## src/rtl/riscv_pkg.sv

```systemverilog
// ============================================================================
// Module  : riscv_pkg
// Brief   : Shared RV32I load/store encodings and MEM-stage FSM state type.
// Revision: 1.0 - initial release
// ============================================================================
`default_nettype none

package riscv_pkg;

    localparam logic [2:0] FUNCT3_LB  = 3'b000;
    localparam logic [2:0] FUNCT3_LH  = 3'b001;
    localparam logic [2:0] FUNCT3_LW  = 3'b010;
    localparam logic [2:0] FUNCT3_LBU = 3'b100;
    localparam logic [2:0] FUNCT3_LHU = 3'b101;
    localparam logic [2:0] FUNCT3_SB  = 3'b000;
    localparam logic [2:0] FUNCT3_SH  = 3'b001;
    localparam logic [2:0] FUNCT3_SW  = 3'b010;

    typedef enum logic [0:0] {
        IDLE = 1'b0,
        WAIT = 1'b1
    } mem_state_t;

endpackage

`default_nettype wire

```

## src/rtl/load_store_align.sv

```systemverilog
// ============================================================================
// Module  : load_store_align
// Brief   : Byte-lane steering for stores and lane select/extension for loads.
// Revision: 1.0 - initial release
// ============================================================================
`default_nettype none

module load_store_align
    import riscv_pkg::*;
#(
    parameter int XLEN = 32
) (
    input  logic [1:0]      addr_lo,
    input  logic [2:0]      funct3,
    input  logic [XLEN-1:0] store_data,
    input  logic [XLEN-1:0] raw_rdata,
    output logic [3:0]      be,
    output logic [XLEN-1:0] lane_wdata,
    output logic [XLEN-1:0] load_data,
    output logic            aligned
);

    logic [7:0]  w_byte;
    logic [15:0] w_half;

    // funct3[1:0] encodes the access size for both loads and stores
    always_comb begin
        aligned    = 1'b0;
        be         = 4'b0000;
        lane_wdata = store_data;
        unique case (funct3[1:0])
            2'b00: begin
                aligned    = 1'b1;
                be         = 4'b0001 << addr_lo;
                lane_wdata = {4{store_data[7:0]}};
            end
            2'b01: begin
                aligned    = ~addr_lo[0];
                be         = addr_lo[1] ? 4'b1100 : 4'b0011;
                lane_wdata = {2{store_data[15:0]}};
            end
            2'b10: begin
                aligned    = (addr_lo == 2'b00);
                be         = 4'b1111;
                lane_wdata = store_data;
            end
            default: begin
                aligned    = 1'b0;
                be         = 4'b0000;
                lane_wdata = store_data;
            end
        endcase
    end

    always_comb begin
        w_byte = 8'h00;
        unique case (addr_lo)
            2'b00:   w_byte = raw_rdata[7:0];
            2'b01:   w_byte = raw_rdata[15:8];
            2'b10:   w_byte = raw_rdata[23:16];
            default: w_byte = raw_rdata[31:24];
        endcase
        w_half = addr_lo[1] ? raw_rdata[31:16] : raw_rdata[15:0];
    end

    always_comb begin
        load_data = raw_rdata;
        case (funct3)
            FUNCT3_LB:  load_data = {{(XLEN-8){w_byte[7]}}, w_byte};
            FUNCT3_LH:  load_data = {{(XLEN-16){w_half[15]}}, w_half};
            FUNCT3_LBU: load_data = {{(XLEN-8){1'b0}}, w_byte};
            FUNCT3_LHU: load_data = {{(XLEN-16){1'b0}}, w_half};
            default:    load_data = raw_rdata;
        endcase
    end

endmodule

`default_nettype wire

```

## src/rtl/memory_stage.sv

```systemverilog
// ============================================================================
// Module  : memory_stage
// Brief   : RV32I MEM stage: data-memory access FSM, bus watchdog, MEM/WB reg.
// Revision: 1.0 - initial release
// ============================================================================
`default_nettype none

module memory_stage
    import riscv_pkg::*;
#(
    parameter int XLEN        = 32,
    parameter int TIMEOUT_CYC = 255
) (
    input  logic            clk,
    input  logic            rst,
    input  logic            Valid_M,
    input  logic [4:0]      RD_M,
    input  logic            RegWriteEn_M,
    input  logic            MemtoReg_M,
    input  logic            JAL_M,
    input  logic            MemRead_M,
    input  logic            MemWrite_M,
    input  logic [2:0]      Funct3_M,
    input  logic [XLEN-1:0] ALU_ResultM,
    input  logic [XLEN-1:0] WriteDataM,
    input  logic [XLEN-1:0] PCPlus4M,
    output logic            dmem_req,
    output logic            dmem_we,
    output logic [XLEN-1:0] dmem_addr,
    output logic [3:0]      dmem_be,
    output logic [XLEN-1:0] dmem_wdata,
    input  logic            dmem_ready,
    input  logic [XLEN-1:0] dmem_rdata,
    output logic            StallM,
    output logic            MisalignM,
    output logic            BusErrM,
    output logic [4:0]      RD_W,
    output logic            RegWriteEn_W,
    output logic            MemtoReg_W,
    output logic            JAL_W,
    output logic [XLEN-1:0] PCPlus4W,
    output logic [XLEN-1:0] ALU_ResultW,
    output logic [XLEN-1:0] ReadDataW
);

    localparam logic [7:0] C_TIMEOUT = 8'(TIMEOUT_CYC);

    mem_state_t      r_state;
    mem_state_t      w_next_state;
    logic [7:0]      r_wait_cnt;
    logic            w_is_mem;
    logic            w_aligned;
    logic            w_mem_op;
    logic            w_misalign;
    logic            w_abort;
    logic            w_bubble;
    logic [3:0]      w_be;
    logic [XLEN-1:0] w_lane_wdata;
    logic [XLEN-1:0] w_load_data;

    load_store_align #(
        .XLEN (XLEN)
    ) u_align (
        .addr_lo    (ALU_ResultM[1:0]),
        .funct3     (Funct3_M),
        .store_data (WriteDataM),
        .raw_rdata  (dmem_rdata),
        .be         (w_be),
        .lane_wdata (w_lane_wdata),
        .load_data  (w_load_data),
        .aligned    (w_aligned)
    );

    assign w_is_mem   = Valid_M & (MemRead_M | MemWrite_M);
    assign w_mem_op   = w_is_mem & w_aligned;
    assign w_misalign = w_is_mem & ~w_aligned;

    always_ff @(posedge clk or negedge rst) begin
        if (!rst) begin
            r_state <= IDLE;
        end else begin
            r_state <= w_next_state;
        end
    end

    always_comb begin
        w_next_state = r_state;
        unique case (r_state)
            IDLE: begin
                if (w_mem_op && !dmem_ready) begin
                    w_next_state = WAIT;
                end
            end
            WAIT: begin
                if (dmem_ready || w_abort) begin
                    w_next_state = IDLE;
                end
            end
            default: w_next_state = IDLE;
        endcase
    end

    // rst gates the IDLE request so an asserted reset drops the port at once
    always_comb begin
        dmem_req = 1'b0;
        w_abort  = 1'b0;
        unique case (r_state)
            IDLE: begin
                dmem_req = w_mem_op & rst;
            end
            WAIT: begin
                dmem_req = 1'b1;
                w_abort  = ~dmem_ready & (r_wait_cnt == C_TIMEOUT);
            end
            default: begin
                dmem_req = 1'b0;
                w_abort  = 1'b0;
            end
        endcase
    end

    always_ff @(posedge clk or negedge rst) begin
        if (!rst) begin
            r_wait_cnt <= 8'd0;
        end else if (r_state == IDLE) begin
            r_wait_cnt <= (w_mem_op && !dmem_ready) ? 8'd1 : 8'd0;
        end else if (dmem_ready || w_abort) begin
            r_wait_cnt <= 8'd0;
        end else begin
            r_wait_cnt <= r_wait_cnt + 8'd1;
        end
    end

    assign StallM     = dmem_req & ~dmem_ready & ~w_abort;
    assign MisalignM  = w_misalign;
    assign BusErrM    = w_abort;
    assign dmem_we    = dmem_req & MemWrite_M;
    assign dmem_addr  = {ALU_ResultM[XLEN-1:2], 2'b00};
    assign dmem_be    = dmem_req ? w_be : 4'b0000;
    assign dmem_wdata = dmem_we ? w_lane_wdata : '0;

    // A stalled instruction stays in EX/MEM, so W sees bubbles until it completes
    assign w_bubble = StallM | ~Valid_M | w_misalign | w_abort;

    always_ff @(posedge clk or negedge rst) begin
        if (!rst) begin
            RD_W         <= 5'd0;
            RegWriteEn_W <= 1'b0;
            MemtoReg_W   <= 1'b0;
            JAL_W        <= 1'b0;
            PCPlus4W     <= '0;
            ALU_ResultW  <= '0;
            ReadDataW    <= '0;
        end else if (w_bubble) begin
            RD_W         <= 5'd0;
            RegWriteEn_W <= 1'b0;
            MemtoReg_W   <= 1'b0;
            JAL_W        <= 1'b0;
            PCPlus4W     <= '0;
            ALU_ResultW  <= '0;
            ReadDataW    <= '0;
        end else begin
            RD_W         <= RD_M;
            RegWriteEn_W <= RegWriteEn_M;
            MemtoReg_W   <= MemtoReg_M;
            JAL_W        <= JAL_M;
            PCPlus4W     <= PCPlus4M;
            ALU_ResultW  <= ALU_ResultM;
            ReadDataW    <= MemRead_M ? w_load_data : '0;
        end
    end

endmodule

`default_nettype wire
```

## config.mk

```make
export PLATFORM = sky130hd
export DESIGN_NAME = memory_stage
export DESIGN_NICKNAME = d
export VERILOG_FILES = /design/src/rtl/riscv_pkg.sv /design/src/rtl/load_store_align.sv /design/src/rtl/memory_stage.sv
export SDC_FILE = /design/constraint.sdc
export NUM_CORES = 1
export LEC_CHECK = 0
export ABC_AREA = 1
export CAP_MARGIN = 5
export CELL_PAD_IN_SITES_DETAIL_PLACEMENT = 0
export CELL_PAD_IN_SITES_GLOBAL_PLACEMENT = 1
export CORE_UTILIZATION = 29
export DETAILED_ROUTE_END_ITERATION = 7
export PLACE_DENSITY = 0.95
export SYNTH_ARGS = -nofsm -noshare
export SYNTH_HDL_FRONTEND = slang
export SYNTH_HIERARCHICAL = 1
export SYNTH_SLANG_ARGS = --single-unit
```

## constraint.sdc

```tcl
create_clock -name clk -period 5.55 [get_ports clk]
set_clock_uncertainty 0.15 [all_clocks]
set_input_delay 1.11 -clock clk [delete_from_list [all_inputs] [get_ports clk]]
set_output_delay 1.11 -clock clk [all_outputs]
set_load 0.05 [all_outputs]
```

-- Word level (Yosys, flattened, before mapping)
Cells that the tools add are included.
- reductions and logical operators: 6
- equal/unequal tests: 8
- add/sub/neg operators: 1
- bitwise gates (word level): 18
- shifts and indexed selects: 1
- muxes and demuxes: 25
- operators with widths (kind ; number):
    2-to-1 mux 32 bit ; 5
    one-hot mux 32 bit (4 select lines) ; 1
    one-hot mux 32 bit (2 select lines) ; 1
    one-hot mux 8 bit (3 select lines) ; 1
    2-to-1 mux 16 bit ; 1
    2-to-1 mux 8 bit ; 2
    one-hot mux 4 bit (3 select lines) ; 1
    adder 8 x 1 -> 8 bit, second input constant ; 1
    AND 1 bit ; 8
    equality test 8 bit, second input constant ; 1
    2-to-1 mux 4 bit ; 2
    2-to-1 mux 1 bit ; 7
    equality test 3 bit, second input constant ; 2
    inverter 1 bit ; 6
    2-to-1 mux 5 bit ; 1
    equality test 2 x 1 -> 1 bit, second input constant ; 2
    equality test 2 bit, second input constant ; 2
    zero test 2 bit ; 2
    OR 1 bit ; 4
    one-hot mux 1 bit (2 select lines) ; 2
    left shift 1 x 2 -> 4 bit, first input constant ; 1
    equality test 3 x 1 -> 1 bit, second input constant ; 1
    zero test 3 bit ; 1
    one-hot mux 1 bit (3 select lines) ; 1
    other kinds (3) ; 3
- logic and storage cells: 68
- register bits after elaboration: 113
- output and inout bits: 177

-- Logic depth before layout (Yosys ltp)
Gate-level depths: netlist of the first run.
- depth after elaboration: 11
- mapped depth: 12

-- Modules after synthesis
The synthesis of the first run kept the hierarchy.
- by module, submodules not included (module ; times used ; sequential area each (µm²) ; area each (µm²) ; cells each):
    memory_stage ; 1 ; 2827.7 ; 4683.2 ; 500
    load_store_align ; 1 ; 0.0 ; 1131.1 ; 239

-- Worst setup path after synthesis of the first run
No wires, ideal clock.
- path kind: input to output
- start: input port ALU_ResultM[1]
- end: output port dmem_wdata[22]
- data required time: 4.290 ns
- slack: 1.079 ns
- path buffers: 2
- stages: 9
- arrival: 3.211 ns
- path through: inv_2 buf_2 a21oi_1 o21ai_0 nand4_1 nand2_1 nand2_1 buf_2 nor2_1
- longest elaborated chain between the ends: 7
- RTL lines (item ; RTL line ; RTL):
    start, declared ; memory_stage.sv:24 ; input logic [XLEN-1:0] ALU_ResultM,
    zero test 2 bit ; load_store_align.sv:43 ; aligned = (addr_lo == 2'b00);
    one-hot mux 1 bit (3 select lines) ; load_store_align.sv:31 ; unique case (funct3[1:0])
    named net w_aligned ; memory_stage.sv:52 ; logic w_aligned;
    AND 1 bit ; memory_stage.sv:75 ; assign w_mem_op = w_is_mem & w_aligned;
    AND 1 bit ; memory_stage.sv:109 ; dmem_req = w_mem_op & rst;
    one-hot mux 1 bit (2 select lines) ; memory_stage.sv:107 ; unique case (r_state)
    named net dmem_req ; memory_stage.sv:27 ; output logic dmem_req,
    AND 1 bit ; memory_stage.sv:137 ; assign dmem_we = dmem_req & MemWrite_M;
    2-to-1 mux 32 bit ; memory_stage.sv:140 ; assign dmem_wdata = dmem_we ? w_lane_wdata : '0;
    end, declared ; memory_stage.sv:31 ; output logic [XLEN-1:0] dmem_wdata,
The timed path passes the listed nets, and every way through them passes these cells.

-- Worst setup path in the final report of the first run
- start: input port ALU_ResultM[1]
- end: output port dmem_wdata[26]
- longest elaborated chain between the ends: 7
- RTL lines (item ; RTL line):
    zero test 2 bit ; load_store_align.sv:43
    one-hot mux 1 bit (3 select lines) ; load_store_align.sv:31
    named net w_aligned ; memory_stage.sv:52
    AND 1 bit ; memory_stage.sv:75
    AND 1 bit ; memory_stage.sv:109
    one-hot mux 1 bit (2 select lines) ; memory_stage.sv:107
    AND 1 bit ; memory_stage.sv:137
    2-to-1 mux 32 bit ; memory_stage.sv:140
The timed path passes the listed nets, and every way through them passes these cells.

==> results of run 1 <==
logic make-up after synthesis:
kind of cell	after synthesis
flip-flops	113
adder cells (fa/ha/maj)	1
XOR/XNOR	5
buffers and inverters	205
AND/OR/NAND/NOR	384
AO/OA/AOI/OAI	30
other	1
how the worst min path moves through the flow:
stage | start | endpoint | slack, ns
finish | r_state | r_wait_cnt[0] | 0.39
global route | r_wait_cnt[0] | r_wait_cnt[0] | 0.46
CTS | r_state | r_wait_cnt[0] | 0.40
detailed placement | r_state | r_wait_cnt[0] | 0.39
global placement | r_wait_cnt[7] | r_wait_cnt[7] | 0.37
floorplan | r_wait_cnt[7] | r_wait_cnt[7] | 0.35
report_power, final:
part           internal, mW  switching, mW
registers             0.868         0.0119
clock network         0.711          0.376
logic                 0.283          0.462
placed cells by master (no fill, tap or decap), types with 2 or more instances in the layout:
master / count
a21oi_1: 8
inv_1: 124
xnor2_1: 3
buf_4: 11
nand4_1: 2
o211ai_1: 5
buf_12: 40
nand2_2: 3
conb_1: 2
nand2_1: 152
clkinv_2: 5
bufinv_16: 3
dfrtp_1: 113
inv_2: 7
clkbuf_1: 2
nand3_2: 2
nor2_2: 52
nor2_1: 114
a31oi_1: 2
nand3_1: 52
clkbuf_16: 17
nand2_4: 2
a22oi_1: 2
xor2_1: 2
clkinvlp_4: 2
clkdlybuf4s50_1: 278
o21ai_0: 10
state kept, by name, summed over array words and instances, names as in the netlist:
name,count
ALU_ResultW,32
JAL_W,1
r_wait_cnt,8
MemtoReg_W,1
RegWriteEn_W,1
r_state,1
PCPlus4W,32
RD_W,5
ReadDataW,32
worst reg2reg max path, cell delays in order (launching register included):
cell,delay [ns]
dfrtp_1,0.40
ha_1,0.25
nand3_2,0.12
nor2_4,0.05
a21oi_2,0.19
nand2_2,0.10
nand2_4,0.57
buf_12,0.36
nor2_1,0.13
per-layer routing:
layer	GRT usage, %	vias up	share of wire (%)
met5	0	-	0.061
met4	6.495	2	1.8
met3	6.098	26	8.7
met2	34.34	263	51
met1	21.57	2531	39
li1	-	2685	-
area by class of cell:
class                   count  area [um2]
fillers                  1867        9673
repair buffers            329        3666
flip-flops and latches    113        2828
multi-input cells         422        1948
inverters                 131       491.7
clock buffers              20       446.7
well taps                 265       331.6
clock inverters            11       138.9
diodes                      1       2.502
through the flow:
step	area (um2)	utilization, %	instances	total power, mW	setup slack, ns
after global routing	9851	50.45	1291	2.817	0.6211
after global placement	9265	47.45	1260	1.640	0.9497
final	9853	50.46	1292	2.712	0.8573
after CTS	9851	50.45	1291	2.740	0.8719
after detailed placement	9265	47.45	1260	1.645	0.8867
after floorplan	5818	-	740	1.328	1.079
cells in the mapped netlist, types with 3 or more instances:
cell      number
dfrtp_1      113
inv_1        124
xnor2_1        3
buf_2         17
nand2_2        3
inv_2          7
clkbuf_1       5
nand2_1      152
buf_6          5
nand3_1       52
nor2_2        52
o21ai_0       10
buf_8          5
buf_4         42
nor2_1       114
o211ai_1       5
a21oi_1        8
==> metrics.md, run 1 <==
| Metric | Value |
|---|---|
| Worst setup EP type | output pin |
| Max_cap viols | 0 |
| Post-CTS Setup Repair Bufs | 0 |
| Final Routed Wirelength | ~20000 um |
| Die H | 143.6 um |
| Cell taking the most area after synthesis | dfrtp_1 |
| Buf+Inv Stages, Crit Path | 5 |
| Worst-margin pin slew | roughly 0.78 ns |
| Reg2Reg Depth | 8 |
| Setup TNS Final | 0 ns |
| Slew Limit Headroom | between 40 and 50% |
| Post-synth EDFFs | 0 |
| DIE AREA | 20620 um2 |
| Peak supply drop | approximately 0.17 mV |
| DRT antenna net count | 0 |
| Simple-gate share of the synthesized area | between 20% and 30% |
| Final Hold Vio Count | 0 |
| Drt wl/cell | about 15 um |
| WP data required | 4.29 ns |
| Crit path DAT | ~3.4 ns |
| Clock root cell | clkbuf_16 |
| PD cells | ~280 nW/um2 |
| Adder-Cell Fraction of Synth Area | less than 1% |
| F_max | between 200 and 250 MHz |
| Clock Latency Late Sink | 0.41 ns |
| Area contributors post-synth | dfrtp_1 49%, nand2_1 9.8%, inv_1 8.0%, nor2_1 7.4%, nor2_2 5.6% |
| CP Launch Type | input port |
| H-Tree Depth | 4 |
| Iter 0 DRT Violations | 173 |
| Ys flop type | dfrtp_1 |
| Global-route wire length before repair | a little under 30000 um |
| Largest net degree at the start of global routing | 60 |
| Sinks on Clock Net | around 110 |
| CP Class | input port to output pin |
| Largest family of logic cells by synthesized area | simple AND/OR/NAND/NOR gates |
| Hpwl dp | about 15000 um |
| CTS buffer count | 17 |
| Critical path peak fanout | 33 |
| Setup violators final | 0 |
| Share of flip-flops with an asynchronous set or reset | between 90% and 100% |
| Overflow after GRT | 0 |
| WP depth | 11 |
| Post-CTS Resized | 0 |
| Period utilisation layout | approximately 85% |
| Netlist cell types | 33 |
| Synth Cell Area | just under 6000 um2 |
| Max Root-Sink Buffers | 2 |
| Antenna violations before repair | 1 |
| R2r setup slk | between 3 and 4 ns |
| Leak pwr | slightly below 5 nW |
| CP max stage delay | 0.39 ns |
| IO Count | between 300 and 400 |
| FF+latch count, synth | between 100 and 150 |
| Worst Hold Slack | ~0.4 ns |
| Row count | slightly above 50 |
| CTS tree | built |
| CP endpoint | dmem_wdata[26] |
| Area share of the largest cell type after synthesis | between 40% and 50% |
| Avg Synthesized Cell Area | 7.868 um2 |
| DRT Pass-1 Iters | 4 |
| Mux contribution to synthesized area | 0% |
| Final min period | 4.693 ns |
| Post-Synth XOR/XNOR Area | less than 1% |
| Reg-to-reg endpoint | ReadDataW[14] |
| Clk pin slew, worst setup/hold paths | approximately 0.06 ns |
| Vias in the first global route | between 5k and 6k |
| Port buffer count | between 300 and 400 |
| RR Startpoint | r_wait_cnt[0] |
| Fin. max-slew vios | 0 |
| WHS Path Cells | 2 |
| Cells after Synth | 739 |
| DR vias/cell | approximately 4.3 |
| Family with the most delay on the worst path | buffers and inverters |
| Status | finished, final reports clean |
| Final #Nets | approximately 1.2k |
| DIE WIDTH | 143.6 um |
| Sequential share of the synthesized area | around half |
| Ratio of cells with drive above 1 in the final layout | roughly 15% |
| Slowest CP cell | clkdlybuf4s50_1 |
| Ys Warns | 6 |
| RSZ-0062 raised after global routing | no |
| Compound-Gate Fraction of Synth Area | 3.034% |
| Hold_buf cts | 0 |
| CP Cell Sequence | clkdlybuf4s50_1 -> buf_4 -> inv_2 -> a21oi_1 -> o21ai_0 -> nand4_1 -> nand2_1 -> nand2_1 -> buf_4 -> nor2_1 -> buf_12 |
| All-Layer GR Usage | between 10% and 20% |
| Starting Density | 29.78% |
| DRC | 0 |
| Area Overhead vs Synth | 69.46% |
| Via count | roughly 5.5k |
| Placeable Area | around 20000 um2 |
| Worst hold path class | register to register |
| CP startpoint | ALU_ResultM[1] |
| Final Wtd Congestion | between 0.8 and 0.9 |
Power figures use the tool's default switching activity.
==> inputs of run 2 (changes only) <==
Settings changed: CORE_UTILIZATION 29 to 24, PLACE_DENSITY 0.95 to 0.85.
Clock period 5.55 ns to 3.8 ns, I/O delays scaled along.
==> metrics.md, run 2 (same netlist as run 1, synthesis figures left out) <==
| Metric | Value |
|---|---|
| Worst hold path class | input port to asynchronous set/reset pin |
| RSZ-0062 raised after global routing | no |
| CTS buffer count | 17 (unchanged) |
| Slew Limit Headroom | 49.61% (+1.8 points) |
| Worst-margin pin slew | 0.7558 ns (-0.02768 ns) |
| Final Wtd Congestion | 0.8450 (+1.1%) |
| Final Hold Vio Count | 0 (unchanged) |
| Fillers | 2283 (+22%) |
| Clock Latency Late Sink | 0.40 ns (about the same) |
| Placeable Area | 23610 um2 (+21%) |
| Final min period | about 3.7 ns |
| DIE AREA | 24850 um2 (+21%) |
| PD cells | 396.2 nW/um2 (+44%) |
| DRT antenna net count | 0 (unchanged) |
| Global route hottest layer | met2 |
| Final #Nets | 1166 (+0.52%) |
| DRT Pass-1 Iters | 4 (unchanged) |
| Worst setup EP type | output pin |
| Reg-to-reg endpoint | RD_W[0] |
| Hpwl dp | 15950 um (+3.2%) |
| Via count | 5514 (+0.13%) |
| Overflow after GRT | 0 (unchanged) |
| IO Count | 322 (unchanged) |
| Global-route wire length before repair | 30440 um (+2.6%) |
| F_max | about 270 MHz |
| Drt wl/cell | 15.12 um (-1.1%) |
| Area Overhead vs Synth | 71.83% |
| Multi-input gate area | 1948 um2 (unchanged) |
| Most common cell after layout, fill and taps aside | clkdlybuf4s50_1 |
| DRC | 0 (unchanged) |
| Status | finished, final reports clean |
| Setup TNS Final | 0 ns (unchanged) |
| Max Root-Sink Buffers | 2 (unchanged) |
| R2r setup slk | 1.74 ns (-1.35 ns) |
| All-Layer GR Usage | 16.31% (-3.0 points) |
| Clock root cell | clkbuf_16 |
| CP startpoint | Funct3_M[0] |
| Period utilisation layout | 96.80% |
| Port buffer count | 319 (unchanged) |
| H-Tree Depth | 4 (unchanged) |
| DR vias/cell | 4.078 (-4.3%) |
| Iter 0 DRT Violations | 204 (+18%) |
| Post-CTS Resized | 0 (unchanged) |
| Final Routed Wirelength | 20440 um (+3.5%) |
| M3 GR Usage | 5.667% (-0.43 points) |
| Clk pin slew, worst setup/hold paths | 0.06 ns (about the same) |
| Design Power | 3.959 mW (+46%) |
| Setup violators final | 0 (unchanged) |
| DIE WIDTH | 157.7 um (+9.8%) |
| Ratio of cells with drive above 1 in the final layout | 15.50% (+0.79 points) |
| Post-CTS Setup Repair Bufs | 0 (unchanged) |
| Antenna violations before repair | 4 (+3) |
| Starting Density | 24.62% (-5.2 points) |
| Leak pwr | 4.877 nW (+0.94%) |
| Largest net degree at the start of global routing | 59 (-1.7%) |
| CTS tree | built |
| Final core utilization | 42.31% (-8.2 points) |
| Commonest cells after routing, fill and taps aside | 277 x clkdlybuf4s50_1, 152 x nand2_1, 124 x inv_1 |
| Die H | 157.7 um (+9.8%) |
| Max_cap viols | 0 (unchanged) |
| Reg2Reg Depth | 8 (unchanged) |
| Fin. max-slew vios | 0 (unchanged) |
| Vias in the first global route | 5533 (+3.2%) |
| WP data required | 2.89 ns (-1.40 ns) |
| Biggest regs | ALU_ResultW x32, PCPlus4W x32, ReadDataW x32 |
| M1 GR Usage | 17.72% (-3.9 points) |
| Sinks on Clock Net | 113 (unchanged) |
| Register area | 2828 um2 (unchanged) |
| Hold_buf cts | 0 (unchanged) |
| CP Launch Type | input port |
| CP endpoint | dmem_wdata[9] |
| Crit path DAT | 2.77 ns (-0.66 ns) |
| RR Startpoint | r_wait_cnt[0] |
| CP Class | input port to output pin |
| Critical path peak fanout | 33 (unchanged) |
| Row count | 56 (+9.8%) |
| GR Util met2 | 29.77% (-4.6 points) |
| Peak supply drop | 0.2685 mV (+61%) |
==> run 2: metal layers <==
layer  part of all wire, %  vias to the layer above
met4                  0.90                        6
met2                    50                      257
met1                    39                     2535
met5                  0.17                        -
met3                   9.1                       19
li1                      -                     2697
==> run 2: stage by stage <==
stage	hold WS, ns	setup WS [ns]	area, um2	instances
floorplan	0.3144	0.02902	5818	740
global placement	0.3688	0.2297	9400	1320
detailed placement	0.3816	0.1359	9400	1320
CTS	0.3942	0.1097	9988	1351
global route	0.4292	0.004178	9988	1351
finish	0.3727	0.1215	9991	1352
==> run 2: area by class of cell <==
type	count	share of cell area, %
timing repair buffer	335	37.37
sequential	113	28.30
multi-input combinational	422	19.50
inverter	131	4.922
clock buffer	19	4.533
tap	319	3.995
clock inverter	12	1.353
antenna	1	0.02505
==> run 2: how the worst min path moves through the flow <==
| stage | start | depth (start not counted) | slack, ns | endpoint |
|---|---|---|---|---|
| finish | rst | 2 | 0.37 | PCPlus4W[24] |
| global route | rst | 2 | 0.43 | PCPlus4W[24] |
| floorplan | rst | 0 | 0.31 | ALU_ResultW[0] |
| detailed placement | r_wait_cnt[7] | 2 | 0.38 | r_wait_cnt[7] |
| global placement | r_wait_cnt[7] | 2 | 0.37 | r_wait_cnt[7] |
| CTS | r_wait_cnt[7] | 2 | 0.39 | r_wait_cnt[7] |
==> run 2: critical path: stages <==
cell             delay (ns)
clkdlybuf4s50_1        0.46
inv_2                  0.12
a21oi_1                0.06
o21ai_0                0.29
nand4_1                0.13
nand2_1                0.22
nand2_1                0.14
buf_12                 0.18
nor2_1                 0.22
buf_12                 0.17
==> run 2: power breakdown <==
part	leakage [nW]	total [mW]	internal, mW	switching, mW
sequential	1.51	1.28	1.27	0.0175
combinational	3.07	1.10	0.421	0.678
clock	0.289	1.58	0.999	0.577
